### config.mk
export PLATFORM = sky130hd
export DESIGN_NAME = clk_div_multi
export DESIGN_NICKNAME = d
export VERILOG_FILES = /design/src/rtl/clk_div_pkg.sv /design/src/rtl/clk_div_chan.sv /design/src/rtl/clk_div_multi.sv
export SDC_FILE = /design/constraint.sdc
export NUM_CORES = 1
export LEC_CHECK = 0
export ABC_AREA = 1
export ABC_CLOCK_PERIOD_IN_PS = 32000
export CAP_MARGIN = 10
export CORE_MARGIN = 5
export CORE_UTILIZATION = 35
export DETAILED_ROUTE_END_ITERATION = 8
export GPL_TIMING_DRIVEN = 0
export PLACE_DENSITY = 0.52
export SLEW_MARGIN = 20
export SYNTH_ARGS = -nofsm -noshare
export SYNTH_HDL_FRONTEND = slang
export SYNTH_SLANG_ARGS = --single-unit
### constraint.sdc
create_clock -name clk -period 32 [get_ports clk]
set_input_delay 6.4 -clock clk [delete_from_list [all_inputs] [get_ports clk]]
set_output_delay 6.4 -clock clk [all_outputs]
set_load 0.01 [all_outputs]
### src/rtl/clk_div_pkg.sv
// ============================================================================
// Module : clk_div_pkg
// Brief  : Shared constants and config validation for the multi-channel divider.
// Rev    : 1.0
// ============================================================================
`default_nettype none

package clk_div_pkg;

  localparam int CNT_W_DEF = 20;
  localparam int MIN_DIV   = 2;
  localparam int MIN_HIGH  = 1;

  // A period must leave at least one low cycle, hence high strictly below div.
  function automatic logic cfg_ok(input logic [31:0] div, input logic [31:0] high);
    return (div >= 32'(MIN_DIV)) && (high >= 32'(MIN_HIGH)) && (high < div);
  endfunction

endpackage

`default_nettype wire

### src/rtl/clk_div_chan.sv
// ============================================================================
// Module : clk_div_chan
// Brief  : One divider channel with double-buffered period/high time.
// Rev    : 1.0
// ============================================================================
`default_nettype none

module clk_div_chan
  import clk_div_pkg::*;
#(
  parameter int CNT_W    = CNT_W_DEF,
  parameter int DEF_DIV  = 500000,
  parameter int DEF_HIGH = 250000
) (
  input  logic             clk,
  input  logic             rst,
  input  logic             en_i,
  input  logic             sync_i,
  input  logic             load_i,
  input  logic [CNT_W-1:0] div_i,
  input  logic [CNT_W-1:0] high_i,
  output logic             pend_o,
  output logic             clk_o,
  output logic             tick_o
);

  logic [CNT_W-1:0] cnt_q, cnt_d;
  logic [CNT_W-1:0] div_q, div_d;
  logic [CNT_W-1:0] high_q, high_d;
  logic [CNT_W-1:0] shadow_div_q, shadow_high_q;
  logic             pend_q, pend_d;
  logic             run_q;
  logic             clk_q, clk_d;
  logic             tick_q, tick_d;
  logic             wrap, restart, apply;

  always_comb begin
    wrap    = (cnt_q == div_q - CNT_W'(1));
    restart = ~run_q | sync_i;
    // Shadow values only become active on a period boundary or while idle.
    apply   = pend_q & (~en_i | restart | wrap);
    div_d   = apply ? shadow_div_q  : div_q;
    high_d  = apply ? shadow_high_q : high_q;
    pend_d  = (pend_q & ~apply) | load_i;
    if (!en_i) begin
      cnt_d = '0;
    end else if (restart || wrap) begin
      cnt_d = '0;
    end else begin
      cnt_d = cnt_q + CNT_W'(1);
    end
    clk_d  = en_i & (cnt_d < high_d);
    tick_d = en_i & (cnt_d == '0);
  end

  always_ff @(posedge clk or posedge rst) begin
    if (rst) begin
      cnt_q         <= '0;
      div_q         <= CNT_W'(DEF_DIV);
      high_q        <= CNT_W'(DEF_HIGH);
      shadow_div_q  <= '0;
      shadow_high_q <= '0;
      pend_q        <= 1'b0;
      run_q         <= 1'b0;
      clk_q         <= 1'b0;
      tick_q        <= 1'b0;
    end else begin
      cnt_q  <= cnt_d;
      div_q  <= div_d;
      high_q <= high_d;
      pend_q <= pend_d;
      run_q  <= en_i;
      clk_q  <= clk_d;
      tick_q <= tick_d;
      if (load_i) begin
        shadow_div_q  <= div_i;
        shadow_high_q <= high_i;
      end
    end
  end

  assign pend_o = pend_q;
  assign clk_o  = clk_q;
  assign tick_o = tick_q;

endmodule

`default_nettype wire

### src/rtl/clk_div_multi.sv
// ============================================================================
// Module : clk_div_multi
// Brief  : Multi-channel programmable clock/tick divider with config handshake.
// Rev    : 1.0
// ============================================================================
`default_nettype none

module clk_div_multi
  import clk_div_pkg::*;
#(
  parameter  int NUM_CH   = 4,
  parameter  int CNT_W    = CNT_W_DEF,
  parameter  int DEF_DIV  = 500000,
  parameter  int DEF_HIGH = 250000,
  localparam int CH_W     = (NUM_CH > 1) ? $clog2(NUM_CH) : 1
) (
  input  logic              clk,
  input  logic              rst,
  input  logic [NUM_CH-1:0] en,
  input  logic              sync_start,
  input  logic              cfg_valid,
  output logic              cfg_ready,
  input  logic [CH_W-1:0]   cfg_ch,
  input  logic [CNT_W-1:0]  cfg_div,
  input  logic [CNT_W-1:0]  cfg_high,
  output logic              cfg_err,
  output logic [NUM_CH-1:0] clk_out,
  output logic [NUM_CH-1:0] tick
);

  localparam int CH_SPAN = 1 << CH_W;

  logic [NUM_CH-1:0]  pend;
  logic [CH_SPAN-1:0] pend_all;
  logic [CH_SPAN-1:0] ch_exists;
  logic               xfer;
  logic               cfg_good;
  logic               cfg_err_q;

  // Channel numbers beyond NUM_CH are always ready and always rejected.
  for (genvar i = 0; i < CH_SPAN; i++) begin : g_span
    if (i < NUM_CH) begin : g_real
      assign pend_all[i]  = pend[i];
      assign ch_exists[i] = 1'b1;
    end else begin : g_none
      assign pend_all[i]  = 1'b0;
      assign ch_exists[i] = 1'b0;
    end
  end

  assign cfg_ready = ~pend_all[cfg_ch];
  assign xfer      = cfg_valid & cfg_ready;
  assign cfg_good  = ch_exists[cfg_ch] & cfg_ok(32'(cfg_div), 32'(cfg_high));

  always_ff @(posedge clk or posedge rst) begin
    if (rst) begin
      cfg_err_q <= 1'b0;
    end else begin
      cfg_err_q <= xfer & ~cfg_good;
    end
  end

  assign cfg_err = cfg_err_q;

  for (genvar i = 0; i < NUM_CH; i++) begin : g_chan
    clk_div_chan #(
      .CNT_W    (CNT_W),
      .DEF_DIV  (DEF_DIV),
      .DEF_HIGH (DEF_HIGH)
    ) u_chan (
      .clk    (clk),
      .rst    (rst),
      .en_i   (en[i]),
      .sync_i (sync_start),
      .load_i (xfer & cfg_good & (cfg_ch == CH_W'(i))),
      .div_i  (cfg_div),
      .high_i (cfg_high),
      .pend_o (pend[i]),
      .clk_o  (clk_out[i]),
      .tick_o (tick[i])
    );
  end

endmodule

`default_nettype wire

=== Word level (Yosys, flattened, before mapping) ===
Index checks and enable logic that the tools add are counted.

* Reductions and logical operators: 11
* Add/sub/neg operators: 8
* Bitwise gates (word level): 54
* Magnitude comparators: 8
* Equality and inequality tests: 7
* Mux-type cells: 16

{| class="wikitable"
|+ Operator list
! cell !! count
|-
| 20-bit 2-to-1 mux || 12
|-
| 20-bit less-than comparator || 5
|-
| 20-bit by 1-bit adder with 20-bit output, second input constant || 4
|-
| 20-bit == test || 4
|-
| 20-bit logical NOT || 4
|-
| 20-bit by 1-bit subtractor with 20-bit output, second input constant || 4
|-
| 1-bit AND || 24
|-
| 20-bit by 1-bit >= comparator with 1-bit output, second input constant || 1
|-
| 20-bit by 2-bit >= comparator with 1-bit output, second input constant || 1
|-
| 1-bit bitwise OR || 16
|-
| 1-bit NOT || 14
|-
| 1-bit binary-select mux with 2-bit select || 2
|-
| 2-bit == test, second input constant || 2
|-
| 1-bit logical OR || 4
|-
| 2-bit by 3-bit less-than comparator with 1-bit output, second input constant || 1
|-
| 2-bit by 1-bit == test with 1-bit output, second input constant || 1
|-
| 1-bit logical AND || 2
|-
| 2-bit logical NOT || 1
|-
| 1-bit 2-to-1 mux || 2
|}

* Logic and storage cells: 141
* Bits of input ports: 50
* Output and inout bits: 10
* Register bits: 417

=== Logic depth before layout (Yosys ltp) ===
* Word-level depth: 8
* Depth in mapped cells: 28
* Mapped depth without buffers: 27

=== By module ===
A second synthesis with hierarchy kept.

* Cells, all modules: 2843
* Area total of the unflattened synthesis: 22994.6 um^2

{| class="wikitable"
|+ Modules (own cells, without submodules)
! module !! instances !! area each (um^2) !! cells each
|-
| clk_div_chan || 4 || 5549.1 || 675
|-
| clk_div_multi || 1 || 798.3 || 143
|}

=== Worst setup path before layout ===
No wires, ideal clock.

* Kind: input -> output
* Start: in cfg_ch[0]
* End: out cfg_ready
* Buffers on the path: 0
* Stages on the path: 4
* Required time: 25.600 ns
* Slack: 18.841 ns
* Arrival: 6.759 ns
* Path through: inv_1 nor2_1 a22oi_1 o211ai_1

* Longest elaborated chain between the ends: 3

{| class="wikitable"
|+ RTL lines
! element !! RTL line !! text
|-
| start: declaration || clk_div_multi.sv:23 || <nowiki>input logic [CH_W-1:0] cfg_ch,</nowiki>
|-
| 1-bit binary-select mux with 2-bit select || clk_div_multi.sv:51 || <nowiki>assign cfg_ready = ~pend_all[cfg_ch];</nowiki>
|-
| 1-bit 2-to-1 mux (not written as such) || clk_div_multi.sv:51 ||
|-
| 1-bit NOT || clk_div_multi.sv:51 ||
|-
| end: declaration || clk_div_multi.sv:22 || <nowiki>output logic cfg_ready,</nowiki>
|}

No other way between the ends. The select of a mux whose other input is x is not followed.

=== Worst setup path in the final report ===
Ends and elaborated chain as after synthesis.

==> metrics.md <==
| Metric | Value |
|---|---|
| Crit path depth | 5 |
| Final setup TNS | 0 ps |
| Vias in the first global route | 18,180 |
| Post-synth EDFFs | 0 |
| #FFs+latches synth | 417 |
| Distinct cells, synth | 53 |
| Antenna Nets Post-Route | 0 |
| Filler instances | 6,488 |
| Cell Area, Synth | 0.02252 mm2 |
| Sequential power share | 43.1% |
| Post-CTS Setup Inserts | 0 |
| Hold WS | 487.7 ps |
| Net Sw Power | 0.6462 mW |
| Final Critical Period | 14,590 ps |
| Most frequent CP cell | clkdlybuf4s50_1 |
| Total track usage | 18.85% |
| Outcome | finished, final reports clean |
| Clk Tree Root Cell | clkbuf_16 |
| Finish-stage setup viols | 0 |
| Fmax | 0.06855 GHz |
| Num CTS Buffers | 46 |
| CORE AREA | 0.06412 mm2 |
| Clock sinks | 417 |
| Height of the chip | 263.7 um |
| Die Wd | 263.7 um |
| Starting Density | 35.12% |
| Layout area overhead | 14.94% |
| Internal power | 1.233 mW |
| Max stage delay cell, worst path | clkdlybuf4s50_1 |
| Mapped Avg Cell Area | 8.165 um2 |
| # rows | 93 |
| Asr flop ratio synth | 100.0% |
| Clock buffer depth | 3 |
| Comb pwr share | 27.1% |
| Slew headroom | 49.18% |
| CTS H-tree lvls | 2 |
| Dpl cells | 3,676 |
| Switching share of total power | 34.38% |
| Initial DRC Count | 1,380 |
| TritonCTS clock tree | yes |
| CP Cell Sequence | clkdlybuf4s50_1 > nor2_1 > a22oi_1 > o211ai_1 > clkdlybuf4s50_1 |
| Reg clk slew, reported paths | 60 ps |
| Synth Net Count | 2,911 |
| Final worst-path cycle share | 45.59% |
| Die area | 0.06951 mm2 |
| Port bufs | 59 |
| Drt first pass iters | 6 |
| R2R Setup Slk | 27,650 ps |
| Leakage | 13.01 nW |
| R2r startpoint | g_chan[0].u_chan.div_q[0]$_DFFE_PP0N_ |
| Syn Inst Count | 2,758 |
| Worst-path fanout max | 4 |
| Final-report hold violation count | 0 |
| Unrepaired setup endpoints after global routing | no |
| # DRC | 0 |
| Number of hold buffers added after cts | 0 |
| Fin area | 0.02588 mm2 |
| Critical Path RT | 25,600 ps |
| Clock Power Share | 29.8% |
| Critical path class | input port to primary output |
| Worst Setup EP | cfg_ready |
| PwrDens | 72.62 mW/mm2 |
| Worst clock skew | 24.24 ps |
| Largest net degree at the start of global routing | 108 |
| Nets | 3,022 |
| Drt total wl | 66,780 um |
| Cell family with most CP delay | buffers and inverters |
| RePlAce Congestion | 0.8724 |
| CP startpoint kind | input port |
| Area post-placement | 0.02430 mm2 |
| Maxcap violations | 0 |
| CP Capture Type | primary output |
| R2R depth | 26 |
| Post-DP HPWL | 50,780 um |
| Routed length per instance | 17.75 um |
| Drt via density | 4.886 |
| Hold Path Class | flop to flop |
| Pre-CTS WS | 17,480 ps |
| Final slew viol count | 0 |
| Peak supply drop | 0.04795 mV |
| Sequential area share after synthesis | 46.65% |
| Hold Crit Depth | 2 |
| CP bufs+invs | 2 |
| GRT overflow | 0 |
| Layout cells sized above 1 | 8.844% |
| Worst R2R End | g_chan[0].u_chan.clk_o$_DFF_PP0_ |
| PostCTS Resize Cnt | 0 |
| Worst path max stage delay | 630 ps |
| Worst slew pin tran | 760.0 ps |
| Worst path arrival time | 8190 ps |
| Non-filler instance count after layout | 3,763 |
| Total number of vias | 18,390 |
| Initial antenna violation count | 2 |
| Worst skew pair latency | 580 ps |
| Synth warn | 0 |
| Final setup margin | 17,410 ps |
| Synth Flop Type | dfrtp_1 |
| Critical path origin | cfg_ch[0] |
| First-pass GRT wire length | 104,100 um |
| Ports | 60 |
## flip-flops by register name, indices dropped and copies added, names as in the netlist
| name | flops |
|---|---|
| g_chan.u_chan.shadow_div_q | 80 |
| cfg_err | 1 |
| g_chan.u_chan.div_q | 80 |
| g_chan.u_chan.clk_o | 4 |
| g_chan.u_chan.cnt_q | 80 |
| g_chan.u_chan.shadow_high_q | 80 |
| g_chan.u_chan.run_q | 4 |
| g_chan.u_chan.pend_o | 4 |
| g_chan.u_chan.tick_o | 4 |
| g_chan.u_chan.high_q | 80 |
## Yosys cell counts (3+ instances only)
library cell  number  area, um2
a211oi_1           9      67.56
nand2_1          644       2417
o21a_1             4      30.03
o221ai_1           4      35.03
nor3_1            30      150.1
dfrtp_1          361       9034
xnor2_1           57      499.2
dfstp_2           56       1471
o21ai_0          246       1231
o21bai_1           5      37.54
buf_6              8      90.09
buf_4              8      60.06
ha_1             103       1289
nor2_4             8      90.09
nor2_1           230      863.3
and2_1             6      37.54
a21oi_1           72      360.4
o21ai_1           37      185.2
nand2_2            8      50.05
nor2_2            17      106.4
nand3b_1          15      112.6
a221oi_1           3      26.28
mux2_2            25      281.5
nand3_1          113      565.5
inv_1            432       1622
clkbuf_1          44      165.2
or2_2              9      56.30
xor2_1            66      578.1
nor3b_1            5      37.54
buf_2             18      90.09
nand4_1           59      369.1
nor4_1            18      112.6
mux2_4            10      150.1
## layer usage
| metal | vias up | part of all wire, % | track usage [%] |
|---|---|---|---|
| met5 | - | 0.15 | 0.8316 |
| li1 | 9020 | - | - |
| met4 | 4 | 2.7 | 4.935 |
| met3 | 110 | 5.8 | 3.856 |
| met2 | 443 | 46 | 30.63 |
| met1 | 8810 | 46 | 25.83 |
## how the worst min path moves through the flow
stage | from | to | slack, ps
floorplan | g_chan[0].u_chan.shadow_high_q[10]$_DFFE_PP0P_ | g_chan[0].u_chan.shadow_high_q[10]$_DFFE_PP0P_ | 450
global placement | g_chan[2].u_chan.shadow_high_q[1]$_DFFE_PP0P_ | g_chan[2].u_chan.shadow_high_q[1]$_DFFE_PP0P_ | 460
detailed placement | g_chan[2].u_chan.shadow_high_q[0]$_DFFE_PP0P_ | g_chan[2].u_chan.shadow_high_q[0]$_DFFE_PP0P_ | 470
CTS | g_chan[2].u_chan.shadow_high_q[0]$_DFFE_PP0P_ | g_chan[2].u_chan.shadow_high_q[0]$_DFFE_PP0P_ | 490
global route | g_chan[2].u_chan.shadow_high_q[0]$_DFFE_PP0P_ | g_chan[2].u_chan.shadow_high_q[0]$_DFFE_PP0P_ | 500
finish | g_chan[1].u_chan.shadow_high_q[19]$_DFFE_PP0P_ | g_chan[1].u_chan.shadow_high_q[19]$_DFFE_PP0P_ | 490
## kinds of logic after synthesis
family | count (synthesis) | share of synthesized area, %
buffers and inverters | 514 | 9.073
and+or+nand+nor | 1175 | 22.71
xor gates and xnor gates | 123 | 4.784
DFF | 417 | 46.65
adders and majority gates | 103 | 5.723
muxes | 35 | 1.917
AOI/OAI and AO/OA | 391 | 9.140
## worst register-to-register path, stage by stage (launching register included)
cell and delay, ps:
dfrtp_1 390, inv_1 170, ha_1 240, nand3_2 170, nor2_4 260, nand3_1 100, nand2_1 70, nand2_1 40
nor2_1 80, nand2_1 70, nor2_1 100, nand3_1 160, nand2_2 210, nand2_2 160, clkbuf_1 310, nand2_1 120
o21ai_0 130, ha_1 360, a21oi_1 130, o21ai_0 90, nand3_1 80, a21oi_1 70, a211oi_1 180, o221ai_1 140
nand2_1 70, nand2_1 60, a21oi_1 270
## power groups by stage
stage / logic, mW / clock network [mW] / registers, mW
6_report: 0.508 / 0.561 / 0.810
4_1_cts: 0.512 / 0.573 / 0.811
3_3_place_gp: 0.490 / 0 / 0.818
3_5_place_dp: 0.508 / 0 / 0.819
5_1_grt: 0.591 / 0.595 / 0.825
2_1_floorplan: 0.395 / 0 / 0.771
## stage by stage
stage | total power, mW | util, %
after global placement | 1.308 | 37.71
after global routing | 2.011 | 40.36
after floorplan | 1.166 | -
after detailed placement | 1.327 | 37.90
final | 1.880 | 40.37
after CTS | 1.896 | 40.36
## final cells by class
class                           count  area, um2  area share [%]
Antenna cell                        2      5.005         0.01934
Buffer                             80      414.1           1.600
Clock buffer                       68       1335           5.158
Clock inverter                     17      246.5          0.9523
Inverter                          434       1637           6.323
Multi-Input combinational cell   1827       9971           38.52
Sequential cell                   417      10510           40.59
Tap cell                          855       1070           4.133
Timing Repair Buffer               63      700.7           2.707
## cells in the final DEF (no fill, tap or decap), types with 9 or more instances in the layout
master	netlist	final
o21ai_1	37	37
nor2_1	230	230
a211oi_1	9	9
nor4_1	18	18
dfstp_2	56	56
a21oi_1	72	72
nand2_1	644	644
clkdlybuf4s50_1	0	59
xnor2_1	57	57
inv_1	432	431
nor2_2	17	17
o21ai_0	246	246
ha_1	103	103
nand3_1	113	113
nand3b_1	15	15
xor2_1	66	66
nor3_1	30	30
mux2_2	25	25
mux2_4	10	10
clkbuf_16	0	47
dfrtp_1	361	361
or2_2	9	9
buf_2	18	18
nand4_1	59	59
clkbuf_1	44	57
No activity file was read; power rests on OpenSTA's default activity.
